## src/rtl/muldiv_unit_if.sv

```systemverilog
// Issue/result bundle between the register-file read stage and the multiply/divide unit.
// The master drives operands and control; the slave returns busy/done and HI/LO.
interface muldiv_unit_if #(parameter int XLEN = 32);
   logic            start;
   logic [1:0]      op;
   logic [XLEN-1:0] rs_data;
   logic [XLEN-1:0] rt_data;
   logic            flush;
   logic            hi_we;
   logic            lo_we;
   logic [XLEN-1:0] wdata;
   logic            busy;
   logic            done;
   logic [XLEN-1:0] hi;
   logic [XLEN-1:0] lo;

   modport master (
      output start, op, rs_data, rt_data, flush, hi_we, lo_we, wdata,
      input  busy, done, hi, lo
   );

   modport slave (
      input  start, op, rs_data, rt_data, flush, hi_we, lo_we, wdata,
      output busy, done, hi, lo
   );
endinterface

```

## src/rtl/muldiv_unit.sv

```systemverilog
// Iterative radix-2 MULT/MULTU/DIV/DIVU unit with architectural HI/LO registers.
// Works on magnitudes and applies the sign fixup in the final state.
module muldiv_unit #(
   parameter int XLEN = 32
) (
   input  logic          clk,
   input  logic          rst,
   muldiv_unit_if.slave  bus
);
   localparam int CW = $clog2(XLEN);

   typedef enum logic [1:0] {IDLE, CALC, FIN} state_t;

   state_t            r_state;
   logic [CW-1:0]     r_cnt;
   logic [2*XLEN-1:0] r_acc;
   logic [XLEN-1:0]   r_m;
   logic [XLEN-1:0]   r_rs;
   logic              r_is_div;
   logic              r_neg_q;
   logic              r_neg_r;
   logic              r_div0;
   logic [XLEN-1:0]   r_hi;
   logic [XLEN-1:0]   r_lo;
   logic              r_busy;
   logic              r_done;

   logic              w_a_neg;
   logic              w_b_neg;
   logic [XLEN-1:0]   w_a_abs;
   logic [XLEN-1:0]   w_b_abs;
   logic [XLEN:0]     w_add;
   logic [XLEN:0]     w_trial;
   logic [2*XLEN-1:0] w_mul_next;
   logic [2*XLEN-1:0] w_div_next;
   logic [2*XLEN-1:0] w_prod;
   logic [XLEN-1:0]   w_quot;
   logic [XLEN-1:0]   w_rem;

   assign w_a_neg = ~bus.op[0] & bus.rs_data[XLEN-1];
   assign w_b_neg = ~bus.op[0] & bus.rt_data[XLEN-1];
   assign w_a_abs = w_a_neg ? -bus.rs_data : bus.rs_data;
   assign w_b_abs = w_b_neg ? -bus.rt_data : bus.rt_data;

   // Multiply: acc = {partial, multiplier}; add multiplicand into the top half, then shift right.
   assign w_add      = {1'b0, r_acc[2*XLEN-1:XLEN]} + (r_acc[0] ? {1'b0, r_m} : {(XLEN+1){1'b0}});
   assign w_mul_next = {w_add, r_acc[XLEN-1:1]};

   // Divide: acc = {remainder, dividend}; shift left and keep the subtraction when it does not borrow.
   assign w_trial    = r_acc[2*XLEN-1:XLEN-1] - {1'b0, r_m};
   assign w_div_next = w_trial[XLEN] ? {r_acc[2*XLEN-2:0], 1'b0}
                                     : {w_trial[XLEN-1:0], r_acc[XLEN-2:0], 1'b1};

   assign w_prod = r_neg_q ? -r_acc : r_acc;
   assign w_quot = r_neg_q ? -r_acc[XLEN-1:0] : r_acc[XLEN-1:0];
   assign w_rem  = r_neg_r ? -r_acc[2*XLEN-1:XLEN] : r_acc[2*XLEN-1:XLEN];

   always_ff @(posedge clk or negedge rst) begin
      if (!rst) begin
         r_state  <= IDLE;
         r_cnt    <= '0;
         r_acc    <= '0;
         r_m      <= '0;
         r_rs     <= '0;
         r_is_div <= 1'b0;
         r_neg_q  <= 1'b0;
         r_neg_r  <= 1'b0;
         r_div0   <= 1'b0;
         r_hi     <= '0;
         r_lo     <= '0;
         r_busy   <= 1'b0;
         r_done   <= 1'b0;
      end else begin
         r_done <= 1'b0;
         case (r_state)
            IDLE: begin
               if (bus.start && !bus.flush) begin
                  r_state  <= CALC;
                  r_busy   <= 1'b1;
                  r_cnt    <= '0;
                  r_rs     <= bus.rs_data;
                  r_is_div <= bus.op[1];
                  r_neg_q  <= w_a_neg ^ w_b_neg;
                  r_neg_r  <= w_a_neg;
                  r_div0   <= bus.op[1] && (bus.rt_data == '0);
                  r_m      <= bus.op[1] ? w_b_abs : w_a_abs;
                  r_acc    <= {{XLEN{1'b0}}, (bus.op[1] ? w_a_abs : w_b_abs)};
               end else if (!bus.start) begin
                  if (bus.hi_we) r_hi <= bus.wdata;
                  if (bus.lo_we) r_lo <= bus.wdata;
               end
            end
            CALC: begin
               if (bus.flush) begin
                  r_state <= IDLE;
                  r_busy  <= 1'b0;
               end else begin
                  r_acc <= r_is_div ? w_div_next : w_mul_next;
                  r_cnt <= r_cnt + 1'b1;
                  if (r_cnt == CW'(XLEN-1)) r_state <= FIN;
               end
            end
            FIN: begin
               r_state <= IDLE;
               r_busy  <= 1'b0;
               if (!bus.flush) begin
                  r_done <= 1'b1;
                  if (r_div0) begin
                     r_hi <= r_rs;
                     r_lo <= '1;
                  end else if (r_is_div) begin
                     r_hi <= w_rem;
                     r_lo <= w_quot;
                  end else begin
                     r_hi <= w_prod[2*XLEN-1:XLEN];
                     r_lo <= w_prod[XLEN-1:0];
                  end
               end
            end
            default: begin
               r_state <= IDLE;
               r_busy  <= 1'b0;
            end
         endcase
      end
   end

   assign bus.busy = r_busy;
   assign bus.done = r_done;
   assign bus.hi   = r_hi;
   assign bus.lo   = r_lo;
endmodule

```

## src/flat_wrapper.sv

```systemverilog
// flat-port wrapper written by rule: the top's interface ports become plain ports
module muldiv_unit_flat 
#(
   parameter int XLEN = 32
)
  (clk, rst, bus_start, bus_op, bus_rs_data, bus_rt_data, bus_flush, bus_hi_we, bus_lo_we, bus_wdata, bus_busy, bus_done, bus_hi, bus_lo);
  muldiv_unit_if #(.XLEN(XLEN)) bus_i ();
  input  logic clk;
  input  logic rst;
  input wire logic [$bits(bus_i.start)-1:0] bus_start;
  input wire logic [$bits(bus_i.op)-1:0] bus_op;
  input wire logic [$bits(bus_i.rs_data)-1:0] bus_rs_data;
  input wire logic [$bits(bus_i.rt_data)-1:0] bus_rt_data;
  input wire logic [$bits(bus_i.flush)-1:0] bus_flush;
  input wire logic [$bits(bus_i.hi_we)-1:0] bus_hi_we;
  input wire logic [$bits(bus_i.lo_we)-1:0] bus_lo_we;
  input wire logic [$bits(bus_i.wdata)-1:0] bus_wdata;
  output wire logic [$bits(bus_i.busy)-1:0] bus_busy;
  output wire logic [$bits(bus_i.done)-1:0] bus_done;
  output wire logic [$bits(bus_i.hi)-1:0] bus_hi;
  output wire logic [$bits(bus_i.lo)-1:0] bus_lo;
  assign bus_i.start = bus_start;
  assign bus_i.op = bus_op;
  assign bus_i.rs_data = bus_rs_data;
  assign bus_i.rt_data = bus_rt_data;
  assign bus_i.flush = bus_flush;
  assign bus_i.hi_we = bus_hi_we;
  assign bus_i.lo_we = bus_lo_we;
  assign bus_i.wdata = bus_wdata;
  assign bus_busy = bus_i.busy;
  assign bus_done = bus_i.done;
  assign bus_hi = bus_i.hi;
  assign bus_lo = bus_i.lo;
  muldiv_unit #(.XLEN(XLEN)) u_core (.clk(clk), .rst(rst), .bus(bus_i));
endmodule
```

## config.mk

```make
export PLATFORM = sky130hd
export DESIGN_NAME = muldiv_unit_flat
export DESIGN_NICKNAME = d
export VERILOG_FILES = /design/src/rtl/muldiv_unit_if.sv /design/src/rtl/muldiv_unit.sv /design/src/flat_wrapper.sv
export SDC_FILE = /design/constraint.sdc
export NUM_CORES = 1
export LEC_CHECK = 0
export ABC_AREA = 0
export BUFFER_PORTS_ARGS = -buffer_cell sky130_fd_sc_hd__buf_2
export CAP_MARGIN = 20
export CORE_MARGIN = 1
export CORE_UTILIZATION = 35
export CTS_BUF_LIST = sky130_fd_sc_hd__clkbuf_8
export CTS_CLUSTER_SIZE = 8
export DETAILED_ROUTE_END_ITERATION = 10
export PLACE_DENSITY = 0.64
export REMOVE_ABC_BUFFERS = 1
export SLEW_MARGIN = 20
export SYNTH_ARGS = -nofsm -noshare
export SYNTH_HDL_FRONTEND = slang
export SYNTH_SLANG_ARGS = --single-unit
```

## constraint.sdc

```tcl
create_clock -name clk -period 8.7 [get_ports clk]
set_input_delay 0.435 -clock clk [delete_from_list [all_inputs] [get_ports clk]]
set_output_delay 0.435 -clock clk [all_outputs]
set_load 0.005 [all_outputs]
```

# Yosys cells after proc, flatten, opt, wreduce, memory -nomap -nowiden
# Cells that the tools add are included.
[word_totals]
ff_bits = 205
out_inout_bits = 66
in_bits = 104
[classes]
muxes = 39
bitwise_logic = 4
reduce_logical = 13
addsub = 8
n_eq_ne = 12
[op_table]
columns = ["op", "n"]
rows = [
  ["32-bit two-way mux", 19],
  ["64-bit two-way mux", 5],
  ["32-bit negator", 4],
  ["32-bit case mux with 2 select lines", 2],
  ["64-bit case mux with 2 select lines", 1],
  ["64-bit negator", 1],
  ["32-bit by 33-bit adder with 33-bit output", 1],
  ["33-bit by 32-bit subtractor with 33-bit output", 1],
  ["32-bit zero test", 1],
  ["2-bit inequality test, second input constant", 7],
  ["5-bit two-way mux", 2],
  ["5-bit case mux with 2 select lines", 1],
  ["5-bit AND reduction", 2],
  ["2-bit two-way mux", 3],
  ["2-bit AND reduction", 3],
  ["5-bit by 1-bit adder with 5-bit output, second input constant", 1],
  ["5-bit equality test, second input constant", 1],
  ["1-bit two-way mux", 4],
  ["2-bit case mux with 2 select lines", 1],
  ["2-bit nonzero test", 2],
  ["3-bit by 2-bit inequality test with 1-bit output, second input constant", 1],
  ["3-bit AND reduction", 1],
  ["1-bit bitwise AND", 2],
  ["2-bit by 1-bit equality test with 1-bit output, second input constant", 1],
  ["other kinds (8)", 9],
]

# Logic depth before layout (Yosys ltp)
[depth]
ltp_word = 6
ltp_mapped = 16

# Least setup slack after synthesis
# Ideal clock, no wire load.
[synth_path]
path_type = "reg-to-reg"
startpoint = "register u_core.r_acc[0]"
endpoint = "register u_core.r_acc[60]"
setup_slack_ns = 5.397
required_time_ns = 8.617
arrival_time_ns = 3.221
setup_ns = 0.083
stages_incl_launch_ff = 16
path_cell_list = "dfrtp_1 buf_4 inv_1 clkbuf_1 nor2_1 ha_1 clkbuf_1 nand4_1 o31ai_1 a31oi_1 a311oi_1 a31oi_1 o211ai_1 a211oi_1 a311o_1 o21ai_0"
[synth_between]
elab_chain_len = 5
[synth_rtl]
columns = ["item", "line_no", "text"]
rows = [
  ["start: declaration", "muldiv_unit.sv:16", "logic [2*XLEN-1:0] r_acc;"],
  ["start signal: assignment", "muldiv_unit.sv:87", "r_acc <= {{XLEN{1'b0}}, (bus.op[1] ? w_a_abs : w_b_abs)};"],
  ["start signal: assignment", "muldiv_unit.sv:98", "r_acc <= r_is_div ? w_div_next : w_mul_next;"],
  ["32-bit two-way mux", "muldiv_unit.sv:46", "assign w_add = {1'b0, r_acc[2*XLEN-1:XLEN]} + (r_acc[0] ? {1'b0, r_m} : {(XLEN+1){1'b0}});"],
  ["32-bit by 33-bit adder with 33-bit output", "muldiv_unit.sv:46", ""],
  ["64-bit two-way mux", "muldiv_unit.sv:98", ""],
  ["64-bit two-way mux", "muldiv_unit.sv:94", "if (bus.flush) begin"],
  ["64-bit case mux with 2 select lines", "muldiv_unit.sv:75", "case (r_state)"],
]
# No other way between the ends. The select of a mux whose other input is x is not followed.
# A chain may end at the register's enable or synchronous reset.

# Worst setup path in the final report
# Same ends and word-level chain as after synthesis.

==> results.md <==
- Critical Path AT: 4.59 ns
- Main area contributors after synthesis: dfrtp_1, nand2_1, o21ai_0
- Worst Setup End Kind: register
- CP Max Fanout: 30
- Worst slew margin: 0.3582
- Min-delay src: bus_rs_data[30]
- Setup violations, final: 0
- Core Area: ~0.046 sq mm
- Synth top cells by count: nand2_1, o21ai_0, dfrtp_1
- Pin count of the biggest net entering global routing: 76
- Least-Margin Pin Slew: 0.9626 ns
- Vias per Instance: 5.800
- Tcrit/Tclk final: 0.4741
- GR Overflow Total: 0
- Starting Density: 0.3569
- CP required: 9.17 ns
- Die height: around 220 microns
- Worst hold endpoint: u_core.r_rs[30]$_DFFE_PN0P_
- Total Die Area: 0.04734 sq mm
- Vias post-DR: 16333
- Yosys Warn Count: 0
- DRT antenna net count: 0
- Worst Setup Start Kind: register
- Seq/Total Area, Yosys: 0.3154
- Num CTS Buffers: 38
- Layout Utilization: 0.4005
- Setup CP Type: reg2reg
- Number of flops mapped to enable cells by yosys: 0
- Setup ws final: around 4.6 ns
- Syn Area/Cell: around 8 sq um
- Setup_tns: 0 ns
- Tot GR Track Use: 0.2443
- Initial antenna violation count: 1
- Clk_lat worst skew: 0.56 ns
- RSZ-0062 raised after global routing: false
- Worst min-delay path class: in2reg
- PD cells: 280.5 mW/mm^2
- Max-slew violations: 0
- Fmax: about 0.24 GHz
- FP Rows: roughly 80
- PortBufs: about 170
- Hold Violations, Final: 0
- Fin nets: roughly 2400
- Vias in the first global route: 15492
- CTS tree: built
- Netlist cell types: 80
- Die width: 217.6 microns
- Post-CTS Setup Bufs: 0
- Area leader, netlist: dfrtp_1
- Most frequent cell after synthesis: nand2_1
- Routed WL: 58510 microns
- Drt wl/cell: ~21 microns
- Clock Skew: approximately 0.017 ns
- Post-CTS sizing: 0
- Routability cong.: approximately 0.94
- Synth Instances: 2083
- Synth top area share: 0.3154
- P_leak: around 0.008 uW
- FF-to-FF setup slack: between 4 and 5 ns
- Async set or reset register ratio after synthesis: 1.000
- Share of cells above drive strength 1: 0.1318
- Most used DFF post-synth: dfrtp_1
- Post-layout total power: a little over 5000 uW
- DRC: 0
- Area growth syn-to-layout: 12.21%
- First-pass GRT wire length: 90560 microns
- Clock tree root driver cell: clkbuf_8
- First-pass iteration count of the detailed router: 6
- First DRT Iteration DRCs: ~1700
- # diodes: 0
- H-tree Lvls: 2
- Pre-CTS WS: about 4.7 ns
- Reg-to-Reg Start: u_core.r_acc[0]$_DFFE_PN0P_
- Area of the mapped netlist: around 0.016 sq mm
- Io pins: 170
- #FFs+latches synth: about 210
- Reg clk slew, reported paths: about 0.060 ns
- Post-DP HPWL: roughly 44000 microns
- Clk sinks: approximately 200
- Max Root-Sink Buffers: 3
- Status: finished clean
- Max cap viols: 0
- Worst reg2reg path endpoint: u_core.r_acc[60]$_DFFE_PN0P_
- R2R depth: 13
- Worst hold path cell count: 3
- Tmin final: 4.125 ns
- Peak supply drop: around 0.00016 V
==> area by class of cell <==
type | count | area, sq um
clock buffers | 45 | 619.3
clock inverters | 22 | 101.3
fillers | 4666 | 27320
inverters | 65 | 244.0
multi-input cells | 1683 | 10340
flip-flops and latches | 205 | 5131
well taps | 600 | 750.7
repair buffers | 196 | 1064
==> state kept, by name, summed over array words and instances (netlist names) <==
signal / cells
u_core.r_acc: 64
u_core.bus.hi: 32
u_core.bus.lo: 32
u_core.r_m: 32
u_core.r_rs: 32
u_core.r_cnt: 5
u_core.r_state: 2
u_core.bus.busy: 1
u_core.bus.done: 1
u_core.r_div0: 1
u_core.r_is_div: 1
u_core.r_neg_q: 1
u_core.r_neg_r: 1
==> repair_timing <==
action | CTS | global route
hold buffers | 1 | 0
endpoints found under the setup margin | 0 | 0
hold endpoints to repair | 58 | 0
==> per-stage QoR <==
stage	cell area, sq um	hold slack [ns]	instances
3_5_place_dp	17510	0.4628	2748
4_1_cts	18240	0.1096	2816
6_report	18250	0.1301	2816
2_1_floorplan	15680	0.1394	1953
3_3_place_gp	17510	0.4553	2748
5_1_grt	18250	0.1417	2816
==> cell usage in the layout (no fill, tap or decap), types with 39 or more instances in the layout <==
master / netlist / final
a21oi_1: 165 / 165
buf_2: 5 / 168
clkbuf_8: 1 / 46
dfrtp_1: 205 / 204
ha_1: 70 / 70
inv_1: 63 / 76
mux2i_1: 50 / 50
nand2_1: 315 / 314
nor2_1: 183 / 181
o21ai_0: 226 / 226
o22ai_1: 39 / 39
xnor2_1: 116 / 115
xor2_1: 60 / 60
==> worst max-delay path: stages, from the launching register on <==
cell      delay [ns]
dfrtp_1         0.54
inv_1           0.14
buf_4           0.35
nor2_1          0.10
ha_1            0.42
nand4_1         0.19
o221ai_1        0.24
a31oi_1         0.15
a311oi_1        0.59
a31oi_1         0.28
o211ai_1        0.38
a211oi_1        0.13
a311o_1         0.32
o21ai_0         0.16
==> report_power, final <==
part / leakage (uW) / internal, uW / switching, uW
registers: 0.00252 / 1160 / 372
logic: 0.00523 / 1070 / 1600
clock network: 0.000429 / 472 / 448
total: 0.00817 / 2700 / 2420
==> metal layers <==
layer / global-route usage / vias to the layer above / share of wire
met2: 0.3973 / 768 / 0.46
met3: 0.03877 / 115 / 0.083
met5: 0 / - / 0.00019
met1: 0.3288 / 7780 / 0.42
met4: 0.08028 / 2 / 0.029
li1: - / 7668 / -
==> logic make-up after synthesis <==
family / synth area share
buffers and inverters: 0.05115
AND/OR/NAND/NOR: 0.2003
adder cells (fa/ha/maj): 0.05630
AO/OA/AOI/OAI: 0.2431
XOR/XNOR: 0.09476
flip-flops: 0.3154
multiplexers: 0.03907
==> worst max-delay path by stage <==
stage,from,endpoint,slack (ns),cells after the start
floorplan,u_core.r_state[0]$_DFFE_PN0P_,u_core.r_acc[31]$_DFFE_PN0P_,1.81,6
global placement,u_core.r_acc[0]$_DFFE_PN0P_,u_core.r_acc[60]$_DFFE_PN0P_,4.78,13
detailed placement,u_core.r_acc[0]$_DFFE_PN0P_,u_core.r_acc[60]$_DFFE_PN0P_,4.68,13
CTS,u_core.r_acc[0]$_DFFE_PN0P_,u_core.r_acc[60]$_DFFE_PN0P_,4.64,13
global route,u_core.r_acc[0]$_DFFE_PN0P_,u_core.r_acc[60]$_DFFE_PN0P_,4.39,13
finish,u_core.r_acc[0]$_DFFE_PN0P_,u_core.r_acc[60]$_DFFE_PN0P_,4.57,13
(Power assumes the default switching activity.)
